<file path="config.mk">
export PLATFORM = sky130hd
export DESIGN_NAME = random_card_revealer
export DESIGN_NICKNAME = d
export VERILOG_FILES = /design/src/rtl/card_pkg.sv /design/src/rtl/lfsr_gen.sv /design/src/rtl/random_card_revealer.sv
export SDC_FILE = /design/constraint.sdc
export NUM_CORES = 1
export LEC_CHECK = 0
export ABC_AREA = 1
export CORE_AREA = 4 4 157 159
export CTS_CLUSTER_DIAMETER = 100
export DETAILED_ROUTE_END_ITERATION = 8
export DIE_AREA = 0 0 161 163
export DONT_BUFFER_PORTS = 1
export GPL_ROUTABILITY_DRIVEN = 0
export PLACE_DENSITY = 0.57
export SYNTH_ARGS = -nofsm -noshare
export SYNTH_HDL_FRONTEND = slang
export SYNTH_HIERARCHICAL = 1
export SYNTH_SLANG_ARGS = --single-unit
</file>
<file path="constraint.sdc">
create_clock -name clk -period 3.65 [get_ports clk]
set_input_delay 0.73 -clock clk [delete_from_list [all_inputs] [get_ports clk]]
set_output_delay 0.73 -clock clk [all_outputs]
set_load 0.02 [all_outputs]
</file>
<file path="src/rtl/card_pkg.sv">
// Shared card encodings, FSM states and helpers for the random card revealer.
package card_pkg;

  // The card state lives in the top STATE_W bits of each card code.
  localparam int STATE_W = 2;

  typedef enum logic [STATE_W-1:0] {
    HIDDEN   = 2'b00,
    REVEALED = 2'b01,
    MATCHED  = 2'b10,
    RSVD     = 2'b11
  } card_state_t;

  typedef enum logic [2:0] {
    IDLE,
    LOAD,
    PICK,
    PROBE,
    WRITE,
    FINISH
  } rev_state_t;

  function automatic logic is_hidden(input logic [STATE_W-1:0] st);
    return st == HIDDEN;
  endfunction

endpackage

</file>
<file path="src/rtl/lfsr_gen.sv">
// Free-running Galois LFSR with a loadable seed; a zero load falls back to the
// reset seed so the register can never lock up at all-zeros.
module lfsr_gen #(
  parameter int                LFSR_W    = 8,
  parameter logic [LFSR_W-1:0] LFSR_TAPS = 8'hB8,
  parameter logic [LFSR_W-1:0] LFSR_SEED = 8'h5A
) (
  input  logic              clk,
  input  logic              rst,
  input  logic              ld,
  input  logic [LFSR_W-1:0] ld_val,
  output logic [LFSR_W-1:0] q
);

  always_ff @(posedge clk or negedge rst) begin
    if (!rst) begin
      q <= LFSR_SEED;
    end else if (ld) begin
      q <= (ld_val == '0) ? LFSR_SEED : ld_val;
    end else if (q[0]) begin
      q <= (q >> 1) ^ LFSR_TAPS;
    end else begin
      q <= q >> 1;
    end
  end

endmodule

</file>
<file path="src/rtl/random_card_revealer.sv">
// Reveals up to req_count distinct face-down cards picked pseudo-randomly from
// the board snapshot, then publishes the whole updated board with a done pulse.
module random_card_revealer
  import card_pkg::*;
#(
  parameter int                N_CARDS    = 16,
  parameter int                CARD_W     = 5,
  parameter int                LFSR_W     = 8,
  parameter logic [LFSR_W-1:0] LFSR_TAPS  = 8'hB8,
  parameter logic [LFSR_W-1:0] LFSR_SEED  = 8'h5A,
  parameter int                MAX_REVEAL = 4,
  localparam int               IDX_W      = (N_CARDS > 1) ? $clog2(N_CARDS) : 1,
  localparam int               CNT_W      = $clog2(MAX_REVEAL + 1)
) (
  input  logic                            clk,
  input  logic                            rst,
  input  logic                            start,
  input  logic [CNT_W-1:0]                req_count,
  input  logic                            seed_ld,
  input  logic [LFSR_W-1:0]               seed_in,
  input  logic [N_CARDS-1:0][CARD_W-1:0]  arr_cards_in,
  output logic [N_CARDS-1:0][CARD_W-1:0]  arr_cards_out,
  output logic [IDX_W-1:0]                last_idx,
  output logic [CNT_W-1:0]                revealed,
  output logic                            busy,
  output logic                            done,
  output logic                            none_left
);

  localparam int                HC_W        = $clog2(N_CARDS + 1);
  localparam logic [IDX_W:0]    N_EXT       = (IDX_W + 1)'(N_CARDS);
  localparam logic [IDX_W-1:0]  LAST_CARD   = IDX_W'(N_CARDS - 1);
  localparam logic [HC_W-1:0]   PROBE_LIMIT = HC_W'(N_CARDS - 1);
  localparam logic [CNT_W-1:0]  MAX_CNT     = CNT_W'(MAX_REVEAL);

  rev_state_t                     state;
  logic [N_CARDS-1:0][CARD_W-1:0] board;
  logic [CNT_W-1:0]               target;
  logic [CNT_W-1:0]               req_clamped;
  logic [HC_W-1:0]                hcnt;
  logic [HC_W-1:0]                hidden_in;
  logic [HC_W-1:0]                probe_cnt;
  logic [IDX_W-1:0]               probe_idx;
  logic [IDX_W-1:0]               pick_idx;
  logic [IDX_W:0]                 raw_ext;
  logic [LFSR_W-1:0]              lfsr_q;
  logic                           lfsr_unused;

  lfsr_gen #(
    .LFSR_W    (LFSR_W),
    .LFSR_TAPS (LFSR_TAPS),
    .LFSR_SEED (LFSR_SEED)
  ) u_lfsr (
    .clk    (clk),
    .rst    (rst),
    .ld     (seed_ld),
    .ld_val (seed_in),
    .q      (lfsr_q)
  );

  // Only the low IDX_W bits index the board; the rest just keep the sequence long.
  assign lfsr_unused = ^lfsr_q[LFSR_W-1:IDX_W];
  assign raw_ext     = {1'b0, lfsr_q[IDX_W-1:0]};
  assign pick_idx    = (raw_ext >= N_EXT) ? IDX_W'(raw_ext - N_EXT) : lfsr_q[IDX_W-1:0];

  always_comb begin
    hidden_in = '0;
    for (int i = 0; i < N_CARDS; i++) begin
      if (is_hidden(arr_cards_in[i][CARD_W-1 -: STATE_W])) begin
        hidden_in = hidden_in + HC_W'(1);
      end
    end
  end

  always_comb begin
    if (req_count == '0) begin
      req_clamped = CNT_W'(1);
    end else if (req_count > MAX_CNT) begin
      req_clamped = MAX_CNT;
    end else begin
      req_clamped = req_count;
    end
  end

  always_ff @(posedge clk or negedge rst) begin
    if (!rst) begin
      state         <= IDLE;
      board         <= '0;
      target        <= '0;
      hcnt          <= '0;
      probe_idx     <= '0;
      probe_cnt     <= '0;
      arr_cards_out <= '0;
      last_idx      <= '0;
      revealed      <= '0;
      busy          <= 1'b0;
      done          <= 1'b0;
      none_left     <= 1'b0;
    end else begin
      done <= 1'b0;
      case (state)
        IDLE: begin
          if (start) begin
            busy  <= 1'b1;
            state <= LOAD;
          end
        end
        LOAD: begin
          board     <= arr_cards_in;
          target    <= req_clamped;
          revealed  <= '0;
          none_left <= 1'b0;
          hcnt      <= hidden_in;
          if (hidden_in == '0) begin
            none_left <= 1'b1;
            state     <= FINISH;
          end else begin
            state <= PICK;
          end
        end
        PICK: begin
          probe_idx <= pick_idx;
          probe_cnt <= '0;
          state     <= PROBE;
        end
        PROBE: begin
          // Linear probe forward from the random start until a hidden card turns up.
          if (is_hidden(board[probe_idx][CARD_W-1 -: STATE_W])) begin
            state <= WRITE;
          end else if (probe_cnt == PROBE_LIMIT) begin
            none_left <= 1'b1;
            state     <= FINISH;
          end else begin
            probe_idx <= (probe_idx == LAST_CARD) ? '0 : probe_idx + IDX_W'(1);
            probe_cnt <= probe_cnt + HC_W'(1);
          end
        end
        WRITE: begin
          board[probe_idx][CARD_W-1 -: STATE_W] <= REVEALED;
          last_idx <= probe_idx;
          revealed <= revealed + CNT_W'(1);
          hcnt     <= hcnt - HC_W'(1);
          if ((revealed + CNT_W'(1)) == target) begin
            state <= FINISH;
          end else if (hcnt == HC_W'(1)) begin
            none_left <= 1'b1;
            state     <= FINISH;
          end else begin
            state <= PICK;
          end
        end
        FINISH: begin
          arr_cards_out <= board;
          done          <= 1'b1;
          busy          <= 1'b0;
          state         <= IDLE;
        end
        default: state <= IDLE;
      endcase
    end
  end

endmodule

</file>
==> results.txt, run 1 <==
* Result of the run: finished with violations
- Violations in the final reports: negative hold slack, negative setup slack
- The hold violation count in the final report is 19.
* Share of cells above drive strength 1: 0.2284
- The first global-routing pass estimated 43160 um of wire.
* Effective utilization at floorplan: 0.4429
* Max-slew headroom: 0.4221
- Largest area contributor in the synthesized netlist: sky130_fd_sc_hd__dfrtp_1
- Setup skew after layout: 0.01614 ns
* Net switching power of the design: 4.348 mW
* Remaining design rule violation count: 0
- Launch instance of the worst register-to-register path: probe_idx[1]
- Final Critical Period: 6.517 ns
- Crit start category: input pin
- Worst vdd rail ir drop: 346.4 uV
* Total of buffers placed on input and output ports: 0
- Total number of clock tree sinks: 198
- TritonCTS built the clock tree.
* Share of synthesized area occupied by flip-flops and latches: 0.4814
* Fraction of registers with async set/reset: 1.000
- Number of top-level pins: 185
- Summed over all nets, the half-perimeter wirelength after detailed placement is 18750 um.
- Tightest Pin Transition: 0.8668 ns
* Cell count of the worst reg-to-reg path: 10
- After global routing the overflow that remains totals 0.
* Syn Nets: 1434
- Measured along the y axis, the die boundary spans 163 um.
* Count leader, synth: sky130_fd_sc_hd__nand2_1
- Count of vias placed by the detailed router: 8530
- Internal: 5.486 mW
- For this run, the number of Yosys warnings is 6.
- Number of nets in the finished design: 1538
- Data on the critical path is required at its endpoint by 4.02 ns.
- The later pin in the worst-skew pair is clocked with a latency of 0.44 ns.
* Core area: 23260 sq um
- The tool flagged a number of max-cap violations equal to 0.
- Largest net degree at the start of global routing: 199
- Arrival time at the worst endpoint: 6.88 ns
- Pwr dens: 778.1 nW/um^2
* Detailed Route Iter0 Violations: 638
* Routed wire length per instance: 15.24 um
- For this run, the slowest stage of the critical path takes 0.31 ns.
* CP max stage cell: sky130_fd_sc_hd__ha_1
- Max Transition Viols Final: 0
- The worst register-to-register path has a setup slack of 0.74 ns.
- Antenna diodes: 0
- Part of the cycle the worst path needs: 1.785
- Net Sw Frac: 0.4421
- The first detailed-routing pass ran for 5 iterations.
- The share of total power dissipated in sequential elements is 0.455.
- Yosys mapped a number of flops with a built-in enable equal to 0.
* Area growth from synthesis to layout: 22.67%
- Critical path endpoint category: flop
- Counting the buffers created by CTS gives 17.
- Die boundary width: 161 um
* Die Outline Area: 26240 sq um
- Final setup violating endpoints: 9
- Routed WL: 26690 um
- Syn Area/Cell: 7.835 sq um
* Maximum net fanout on the critical path: 3
- Once detail routing completed, the nets flagged for antenna violations numbered 0.
* Final cell count without fillers: 1751
- For this run, the leading register cell type out of synthesis is sky130_fd_sc_hd__dfrtp_1.
* Number of placement rows: 56
- RSZ-0062 raised after global routing: yes
- In this run the static leakage power is 6.509 nW.
- Proportion of power drawn by combinational gates: 0.348
* Filler Cell Count: 2193
- Classification of the worst-slack hold path: in -> async
- Commonest cells post-synth: 421 x sky130_fd_sc_hd__nand2_1, 194 x sky130_fd_sc_hd__dfrtp_1, 177 x sky130_fd_sc_hd__inv_1
- The share of synthesized area in the top cell type comes to 0.4712.
* Final Power: 9.834 mW
- The worst setup path is of the in -> reg kind.
* Clock Power Share: 0.197
* Netlist cell types: 49
- On the final layout, the worst hold slack is -0.02012 ns.
- H-Tree Level Count: 4
* CTS root buf: sky130_fd_sc_hd__clkbuf_16
* Routed vias/inst: 4.872
- Number of antenna violations at the first check in global routing: 0
* Clock-pin slew of the registers on the worst-case setup and hold paths: 0.08 ns
- FF+latch count, synth: 198
- The number of global-route vias before repair came to 8456.
- The mapped netlist covers 10300 sq um.
* Endpoint of the lowest-slack register-to-register path: probe_idx[2]
- Synth top area cells: sky130_fd_sc_hd__dfrtp_1 47%, sky130_fd_sc_hd__nand2_1 15%, sky130_fd_sc_hd__o21ai_0 7.3%
- Final worst setup slack: -2.867 ns
* Buffer levels on the longest clock path: 2
- Post-synthesis instance total: 1315
- Fmax achieved: 153.4 MHz
- After detailed placement, the design holds a cell count of 1686.
- GR Util All Layers: 0.2033
cell usage in the layout (no fill, tap or decap), types with 4 or more instances in the layout:
cell                        count
sky130_fd_sc_hd__o21ai_1        6
sky130_fd_sc_hd__nand2_2       42
sky130_fd_sc_hd__nor2_2         5
sky130_fd_sc_hd__nand3b_1       6
sky130_fd_sc_hd__a21oi_1       11
sky130_fd_sc_hd__nand3_2       20
sky130_fd_sc_hd__inv_6          4
sky130_fd_sc_hd__nand2_1      378
sky130_fd_sc_hd__inv_1        166
sky130_fd_sc_hd__o21ai_2       12
sky130_fd_sc_hd__o311ai_0       8
sky130_fd_sc_hd__nand2_4       33
sky130_fd_sc_hd__clkinv_8       6
sky130_fd_sc_hd__inv_2         16
sky130_fd_sc_hd__dfstp_2        4
sky130_fd_sc_hd__nand3_4        8
sky130_fd_sc_hd__xor2_1         6
sky130_fd_sc_hd__o221ai_1       6
sky130_fd_sc_hd__or2_4          5
sky130_fd_sc_hd__buf_4        117
sky130_fd_sc_hd__dfrtp_1      194
sky130_fd_sc_hd__ha_1          19
sky130_fd_sc_hd__nor2_4         9
sky130_fd_sc_hd__nor2_1        70
sky130_fd_sc_hd__nand3_1       53
sky130_fd_sc_hd__buf_6          5
sky130_fd_sc_hd__nor3_1         6
sky130_fd_sc_hd__clkbuf_16     17
sky130_fd_sc_hd__xnor2_1        6
sky130_fd_sc_hd__o21ai_0      143
layout make-up:
cell class	instances	area, sq um	area share
Clock buffer	17	425.4	0.03366
Clock inverter	15	192.7	0.01525
Inverter	186	700.7	0.05544
Multi-Input combinational cell	893	5006	0.3961
Sequential cell	198	4960	0.3924
Tap cell	319	399.1	0.03158
Timing Repair Buffer	123	954.7	0.07554
per-stage QoR:
stage | utilization | setup slack, ns | hold slack [ns] | instance area [sq um] | setup TNS (ns)
floorplan | - | -3.143 | 0.4344 | 10380 | -23.85
global placement | 0.4870 | -3.353 | 0.4387 | 11330 | -26.80
detailed placement | 0.4870 | -3.427 | 0.4391 | 11330 | -27.33
CTS | 0.5279 | -2.883 | -0.03634 | 12280 | -22.67
global route | 0.5433 | -3.236 | -0.04407 | 12640 | -25.92
finish | 0.5433 | -2.867 | -0.02012 | 12640 | -22.79
flip-flops by register name (all words and copies together) (netlist names):
name	flops
arr_cards_out	80
board	80
u_lfsr/q	8
hcnt	5
probe_cnt	5
last_idx	4
probe_idx	4
revealed	3
state	3
target	3
busy	1
done	1
none_left	1
cells by family (layout without fill, tap and decap cells):
group	Yosys count	count (layout)	share of synthesized area
AND/OR/NAND/NOR	643	643	0.2790
buffers and inverters	224	341	0.08246
AO/OA/AOI/OAI	206	206	0.1102
flip-flops	198	198	0.4814
adder cells (fa/ha/maj)	24	24	0.02915
XOR/XNOR	16	16	0.01360
multiplexers	4	4	0.004250
worst max path at each step:
stage / start / endpoint / slack (ns) / cells after the start
after floorplan: arr_cards_in[8] / state[1] / -3.14 / 45
after global placement: arr_cards_in[4] / state[1] / -3.35 / 43
after detailed placement: arr_cards_in[4] / state[1] / -3.43 / 43
after CTS: arr_cards_in[3] / state[0] / -2.88 / 46
after global routing: arr_cards_in[4] / state[0] / -3.24 / 49
final: arr_cards_in[4] / state[0] / -2.87 / 46
critical path: cells and delay by family:
kind,cells,cell delay [ns]
AOI/OAI and AO/OA,10,0.98
adders and majority gates,8,2.05
buffers and inverters,4,0.17
and+or+nand+nor,21,2.61
xor gates and xnor gates,3,0.33
layer usage:
layer	track usage	share of wire	wire, um
met1	0.2602	0.44	11750
met2	0.3500	0.49	13050
met3	0.04809	0.053	1418
met4	0.05118	0.018	473
met5	0	0	0
power by group through the flow:
stage | combinational, mW | clock (mW) | sequential [mW]
finish | 3.42 | 1.94 | 4.48
global placement | 3.05 | 0 | 4.51
floorplan | 2.25 | 0 | 4.31
global route | 3.97 | 2.08 | 4.60
detailed placement | 3.10 | 0 | 4.54
CTS | 3.27 | 1.99 | 4.50
repair_timing:
item                                   CTS  global route
pin swaps                               26            56
cloned                                   0             0
endpoints found under the hold margin  194           157
buffers inserted                        32             6
setup endpoints to repair                9             9
resized for setup                       23            96
Note: power is estimated with default switching activity, not from simulation.
==> run 2, diff against run 1 <==
--- a/config.mk
+++ b/config.mk
@@ -13,6 +13,7 @@
 export DONT_BUFFER_PORTS = 1
 export GPL_ROUTABILITY_DRIVEN = 0
 export PLACE_DENSITY = 0.57
+export SETUP_SLACK_MARGIN = 0.2
 export SYNTH_ARGS = -nofsm -noshare
 export SYNTH_HDL_FRONTEND = slang
 export SYNTH_HIERARCHICAL = 1
==> run 2 against run 1 <==
Compared with the run above:
- the run still ends with negative hold slack, negative setup slack left
- clock skew down 0.0028 ns
- largest power group unchanged
- largest cell class is now flip-flops and latches
- critical path depth unchanged
- sequential power about the same
- cell area down 0.36%
- final cell count up 0.23%
- routed wire length up 0.13%
- fmax down 0.45%
==> results.txt, run 2 (same netlist as run 1, synthesis figures left out) <==
* Result of the run: finished with violations
- The final reports fail on negative hold slack, negative setup slack.
* Total of max-cap violations: 0 (unchanged)
- Net Sw Frac: 0.4407 (-0.001453)
* CP max stage cell: sky130_fd_sc_hd__ha_1
* Arrival time at the worst endpoint: 6.85 ns (-0.03 ns)
- Largest incremental delay on the critical path: 0.31 ns (about the same)
- Number of placed instances, taps included: 1686 (unchanged)
* First-pass DRT Iterations: 5 (unchanged)
- The iteration-0 DRC count of the detailed router was 621 (-2.7%).
- TritonCTS built the clock tree.
- The register-to-register setup slack was 0.78 ns (+0.04 ns).
- The sum of routed wire length over all layers is 26720 um (+0.13%).
- The internal power contribution came to 5.496 mW (+0.17%).
* Max-slew headroom: 0.4208 (-0.001356)
- The final max-slew violation count was 0 (unchanged).
- Buffer levels on the longest clock path: 2 (unchanged)
* Routed wire length per instance: 15.23 um (about the same)
- The die footprint was 26240 sq um (unchanged).
- The multi-input logic area was 4912 sq um (-1.9%).
- The number of antenna violations at the first check in global routing came to 0 (unchanged).
* Tightest Pin Transition: 0.8688 ns (+0.002034 ns)
* Total number of clock tree sinks: 198 (unchanged)
- The time the worst path needs with I/O delays and setup came to 6.546 ns (+0.02939 ns).
- Commonest cells after routing, fill and taps aside: 386 x sky130_fd_sc_hd__nand2_1, 194 x sky130_fd_sc_hd__dfrtp_1, 168 x sky130_fd_sc_hd__inv_1
- Pwr dens: 780.2 nW/um^2 (+0.27%)
- The largest net degree at the start of global routing was 199 (unchanged).
* Sequential cell area: 4960 sq um (unchanged)
- The leakage power figure is 6.513 nW (about the same).
- GR Util All Layers: 0.2031 (about the same)
- Fmax achieved: 152.8 MHz (-0.45%)
- The share of power burned in combinational logic is 0.347 (about the same).
* Share of cells above drive strength 1: 0.2194 (-0.008993)
- Required @ worst endpoint: 3.96 ns (-0.06 ns)
- Clock Power Share: 0.197 (about the same)
- CTS root buf: sky130_fd_sc_hd__clkbuf_16
* Via count of the first global-routing pass: 8472 (+0.19%)
- Sequential share of power: 0.456 (about the same)
* Setup skew after layout: 0.01334 ns (-0.002793 ns)
- Routed vias/inst: 4.860 (-0.24%)
- Setup repair after global routing could not meet its margin everywhere.
- Part of the cycle the worst path needs: 1.794 (+0.008052)
- Number of nets in the finished design: 1542 (+0.26%)
- Final number of hold-violating endpoints: 42 (+23)
- Area growth from synthesis to layout: 22.24%
* Clock latency at the later pin of the worst-skew pair: 0.43 ns (about the same)
- The highest net fanout along the worst path is 3 (unchanged).
- Met1 Track Usage GR: 0.2584 (-0.001797)
* Number of top-level pins: 185 (unchanged)
- The worst hold-check slack was -0.02007 ns (+0.00004710 ns).
- Hpwl dp: 18750 um (unchanged)
* Global routing met2 resource utilization: 0.3450 (-0.004988)
- The number of core rows was 56 (unchanged).
- Filler Cell Count: 2199 (+0.27%)
* Path type of the worst setup path: in -> reg
- Clock-pin slew of the registers on the worst-case setup and hold paths: 0.08 ns (about the same)
- The final setup violation count was 9 (unchanged).
- Commonest non-fill, non-tap cell in the layout: sky130_fd_sc_hd__nand2_1
- The largest vdd supply drop came to 345.8 uV (-0.17%).
- The setup TNS after final layout came to -23.28 ns (-0.4843 ns).
- The chip height came to 163 um (unchanged).
* Core area: 23260 sq um (unchanged)
- Global-route met3 utilization: 0.05087 (+0.002784)
- The worst setup path is launched from an input pin.
- Die boundary width: 161 um (unchanged)
* Antenna-violating nets left: 0 (unchanged)
- Final worst setup slack: -2.896 ns (-0.02939 ns)
- The overall overflow remaining after global route was 0 (unchanged).
- The global-route wire length before repair is 43080 um (-0.18%).
* Effective utilization at floorplan: 0.4429 (unchanged)
* Antenna diodes: 0 (unchanged)
- Classification of the worst-slack hold path: in -> async
* Final cell count without fillers: 1755 (+0.23%)
* Remaining design rule violation count: 0 (unchanged)
* Most utilized layer in the global route result: met2
- Setup Slack @ Placement: -3.427 ns (unchanged)
- Count of vias placed by the detailed router: 8529 (-0.012%)
* Total of buffers placed on input and output ports: 0 (unchanged)
- The net switching power of the design came to 4.329 mW (-0.42%).
- The number of levels in the clock H-tree came to 4 (unchanged).
* Critical path endpoint category: flop
- Biggest registers after layout: arr_cards_out (80), board (80), u_lfsr/q (8)
* Num CTS Buffers: 17 (unchanged)
## run 2: cell types whose count changed in the layout (fill, tap and decap cells not counted), moves of 3 or more
cell	change
sky130_fd_sc_hd__nand2_2	-3
sky130_fd_sc_hd__nand2_1	+8
sky130_fd_sc_hd__nand3_1	+3
sky130_fd_sc_hd__buf_6	+5
sky130_fd_sc_hd__nand2_4	-5
sky130_fd_sc_hd__nor2_4	-3
## run 2: cell type report
| type | instances | area share |
|---|---|---|
| Clock buffer | 17 | 0.03378 |
| Timing Repair Buffer | 127 | 0.07968 |
| Clock inverter | 15 | 0.01530 |
| Sequential cell | 198 | 0.3938 |
| Inverter | 186 | 0.05564 |
| Multi-Input combinational cell | 893 | 0.3901 |
| Tap cell | 319 | 0.03169 |
## run 2: critical path: cells and delay by family
| kind | cells | cell delay (ns) |
|---|---|---|
| AOI/OAI and AO/OA | 10 | 1.10 |
| adders and majority gates | 8 | 2.01 |
| and+or+nand+nor | 20 | 2.43 |
| buffers and inverters | 5 | 0.25 |
| xor gates and xnor gates | 3 | 0.33 |
## run 2: stage by stage
step	utilization	hold WS (ns)	instance area [sq um]	power, mW
6_report	0.5414	-0.02007	12590	9.825
5_1_grt	0.5414	-0.04407	12590	10.64
3_5_place_dp	0.4870	0.4391	11330	7.632
4_1_cts	0.5294	-0.03634	12310	9.791
2_1_floorplan	-	0.4344	10380	6.560
3_3_place_gp	0.4870	0.4387	11330	7.563
## run 2: routing by layer
metal	up-vias	share of wire
met3	29	0.054
met4	0	0.022
met1	3974	0.44
met5	-	0
li1	4368	-
met2	158	0.49
## run 2: path summary, 6_finish.rpt
kind | startpoint | to | cells past startpoint
max reg2reg | probe_idx[1] | probe_idx[2] | 10
min | rst | board[70] | 0
max in group asynchronous | rst | arr_cards_out[17] | 0
min in group clk | seed_ld | u_lfsr/q[5] | 1
max | arr_cards_in[4] | state[1] | 46
min reg2reg | board[20] | arr_cards_out[20] | 2
## run 2: repair_timing
item,CTS,global route
pin swaps,26,49
setup buffers,32,5
endpoints found under the setup margin,9,9
endpoints found under the hold margin,194,157
resized for setup,28,69
## run 2: power by group through the flow
stage	Combinational, mW	Sequential, mW	Clock, mW
6_report	3.41	4.48	1.94
2_1_floorplan	2.25	4.31	0
3_3_place_gp	3.05	4.51	0
5_1_grt	3.96	4.60	2.08
3_5_place_dp	3.10	4.54	0
4_1_cts	3.30	4.50	1.99
==> run 3, diff against run 2 <==
--- a/config.mk
+++ b/config.mk
@@ -13,7 +13,7 @@
 export DONT_BUFFER_PORTS = 1
 export GPL_ROUTABILITY_DRIVEN = 0
 export PLACE_DENSITY = 0.57
-export SETUP_SLACK_MARGIN = 0.2
+export SETUP_SLACK_MARGIN = 0.15
 export SYNTH_ARGS = -nofsm -noshare
 export SYNTH_HDL_FRONTEND = slang
 export SYNTH_HIERARCHICAL = 1
==> run 3 against run 2 <==
Compared with the run above:
- the run still ends with negative hold slack, negative setup slack left
- worst hold slack about the same
- clock skew about the same
- routed wire length about the same
- largest power group unchanged
- global-route usage unchanged
- total power about the same
- critical path depth unchanged
- final cell count unchanged
- combinational power about the same
- sequential share of layout area unchanged
==> results.txt, run 3 (same netlist as run 1, synthesis figures left out) <==
- TritonCTS built the clock tree.
- The final max-slew violation count is 0 (unchanged).
- The layout overhead on the synthesized area came to 22.24% (unchanged).
- Num CTS Buffers: 17 (unchanged)
* Final Critical Period: 6.547 ns (+0.001040 ns)
- The number of core rows came to 56 (unchanged).
- The worst setup path is captured at a flop.
- Buffer levels on the longest clock path: 2 (unchanged)
- The number of remaining DRC errors was 0 (unchanged).
- Core area: 23260 sq um (unchanged)
* Biggest registers after layout: arr_cards_out (80), board (80), u_lfsr/q (8)
- Number of buffer and inverter stages on the critical path: 5 (unchanged)
- The endpoint identified for the worst register-to-register timing path is probe_idx[2].
- Number of nets in the finished design: 1542 (unchanged)
- The worst hold-check slack came to -0.02017 ns (-0.00009510 ns).
- The sum of routed wire length over all layers was 26720 um (about the same).
- Count of vias placed by the detailed router: 8531 (+0.023%)
- GR Util All Layers: 0.2031 (unchanged)
- Clock-pin slew of the registers on the worst-case setup and hold paths: 0.08 ns (about the same)
- Setup repair after global routing could not meet its margin everywhere.
* Share of cells above drive strength 1: 0.2194 (unchanged)
- Detailed Route Iter0 Violations: 620 (-0.16%)
- The worst register-to-register path begins at probe_idx[1].
- The number of levels in the clock H-tree was 4 (unchanged).
* Total number of clock tree sinks: 198 (unchanged)
- Setup Slack @ Placement: -3.427 ns (unchanged)
- The highest net fanout along the worst path came to 3 (unchanged).
* Tightest Pin Transition: 0.8710 ns (+0.002201 ns)
* First-pass DRT Iterations: 4 (-1)
- The data required time of the worst path came to 3.96 ns (about the same).
- Path type of the worst setup path: in -> reg
* Commonest cells after routing, fill and taps aside: 386 x sky130_fd_sc_hd__nand2_1, 194 x sky130_fd_sc_hd__dfrtp_1, 168 x sky130_fd_sc_hd__inv_1
* Hpwl dp: 18750 um (unchanged)
- Violations in the final reports: negative hold slack, negative setup slack
- The depth of the most critical reg-to-reg path came to 10 (unchanged).
- Clock latency at the later pin of the worst-skew pair: 0.43 ns (about the same)
- CTS root buf: sky130_fd_sc_hd__clkbuf_16
- Reg2Reg Setup Slack: 0.78 ns (about the same)
- The number of nets with antenna violations after routing came to 0 (unchanged).
* Total of buffers placed on input and output ports: 0 (unchanged)
- Crit start category: input pin
* CP max stage cell: sky130_fd_sc_hd__ha_1
- The chip height is 163 um (unchanged).
- Wire length of the first global-routing pass: 43080 um (unchanged)
* Antenna diodes: 0 (unchanged)
- Total of max-cap violations: 0 (unchanged)
- The largest vdd supply drop was 345.9 uV (about the same).
* Cell class contributing the biggest share of worst-path delay: simple AND/OR/NAND/NOR gates
* Final worst setup slack: -2.897 ns (-0.001040 ns)
- Max-slew headroom: 0.4193 (-0.001467)
- The leakage power figure is 6.513 nW (unchanged).
- The largest net degree at the start of global routing was 199 (unchanged).
- The initial core utilization was 0.4429 (unchanged).
- The via-per-instance ratio is 4.861 (about the same).
- The die footprint was 26240 sq um (unchanged).
- The flow ran to the end, but the final reports show violations.
* Gr ovfl total: 0 (unchanged)
- Number of top-level pins: 185 (unchanged)
- The min-delay analysis places its worst path in the category in -> async.
- Fmax achieved: 152.7 MHz (about the same)
- The post-route fraction of the period consumed by the critical path was 1.794 (about the same).
* Number of antenna violations at the first check in global routing: 0 (unchanged)
- Crit path launch: arr_cards_in[4]
- Leaving out fill and tap cells, the most frequent cell in the layout is sky130_fd_sc_hd__nand2_1.
* Arrival time at the worst endpoint: 6.85 ns (about the same)
- Final number of hold-violating endpoints: 42 (unchanged)
- Die boundary width: 161 um (unchanged)
- Pwr dens: 780.2 nW/um^2 (about the same)
- The clock skew is 0.01341 ns (+0.00007180 ns).
- Routed wire length per instance: 15.22 um (about the same)
* Final setup violating endpoints: 9 (unchanged)
* Via count of the first global-routing pass: 8472 (unchanged)
- The biggest cell delay along the critical path is 0.31 ns (about the same).
[run 3: cell counts in the layout (fill, tap and decap cells not counted)]
Identical to the previous run, type by type.
[run 3: layer usage]
metal,up-vias,track usage,part of all wire
met5,-,0,0
met4,0,0.06010,0.022
met3,29,0.05087,0.055
met2,164,0.3450,0.49
met1,3968,0.2584,0.44
li1,4370,-,-
[run 3: through the flow]
stage / setup TNS, ns / total power [mW] / instance area (sq um) / cells / util
2_1_floorplan: -23.85 / 6.560 / 10380 / 1315 / -
4_1_cts: -22.75 / 9.791 / 12310 / 1750 / 0.5294
6_report: -23.28 / 9.825 / 12590 / 1755 / 0.5414
3_5_place_dp: -27.33 / 7.632 / 11330 / 1686 / 0.4870
3_3_place_gp: -26.80 / 7.563 / 11330 / 1686 / 0.4870
5_1_grt: -26.44 / 10.64 / 12590 / 1755 / 0.5414
[run 3: how the worst max path moves through the flow]
| stage | end | slack (ns) | cells after the start |
|---|---|---|---|
| final | state[1] | -2.90 | 46 |
| after CTS | state[0] | -2.88 | 46 |
| after global placement | state[1] | -3.35 | 43 |
| after detailed placement | state[1] | -3.43 | 43 |
| after floorplan | state[1] | -3.14 | 45 |
| after global routing | state[1] | -3.28 | 46 |
[run 3: power by group]
group	leakage [nW]	internal, mW	total (mW)	switching [mW]
Clock	0.300	0.944	1.94	0.995
Combinational	3.81	1.33	3.41	2.08
Sequential	2.40	3.22	4.48	1.25
[run 3: area by class of cell]
| cell class | count | area, sq um |
|---|---|---|
| clock inverters | 15 | 192.7 |
| clock buffers | 17 | 425.4 |
| flip-flops and latches | 198 | 4960 |
| repair buffers | 127 | 1003 |
| inverters | 186 | 700.7 |
| multi-input cells | 893 | 4912 |
| well taps | 319 | 399.1 |
| fillers | 2199 | 10670 |
[run 3: repair_timing]
| action | CTS | global route |
|---|---|---|
| setup buffers | 32 | 5 |
| gates resized for setup | 28 | 69 |
| hold endpoints to repair | 194 | 157 |
| endpoints found under the setup margin | 9 | 9 |
| pin swaps | 26 | 49 |
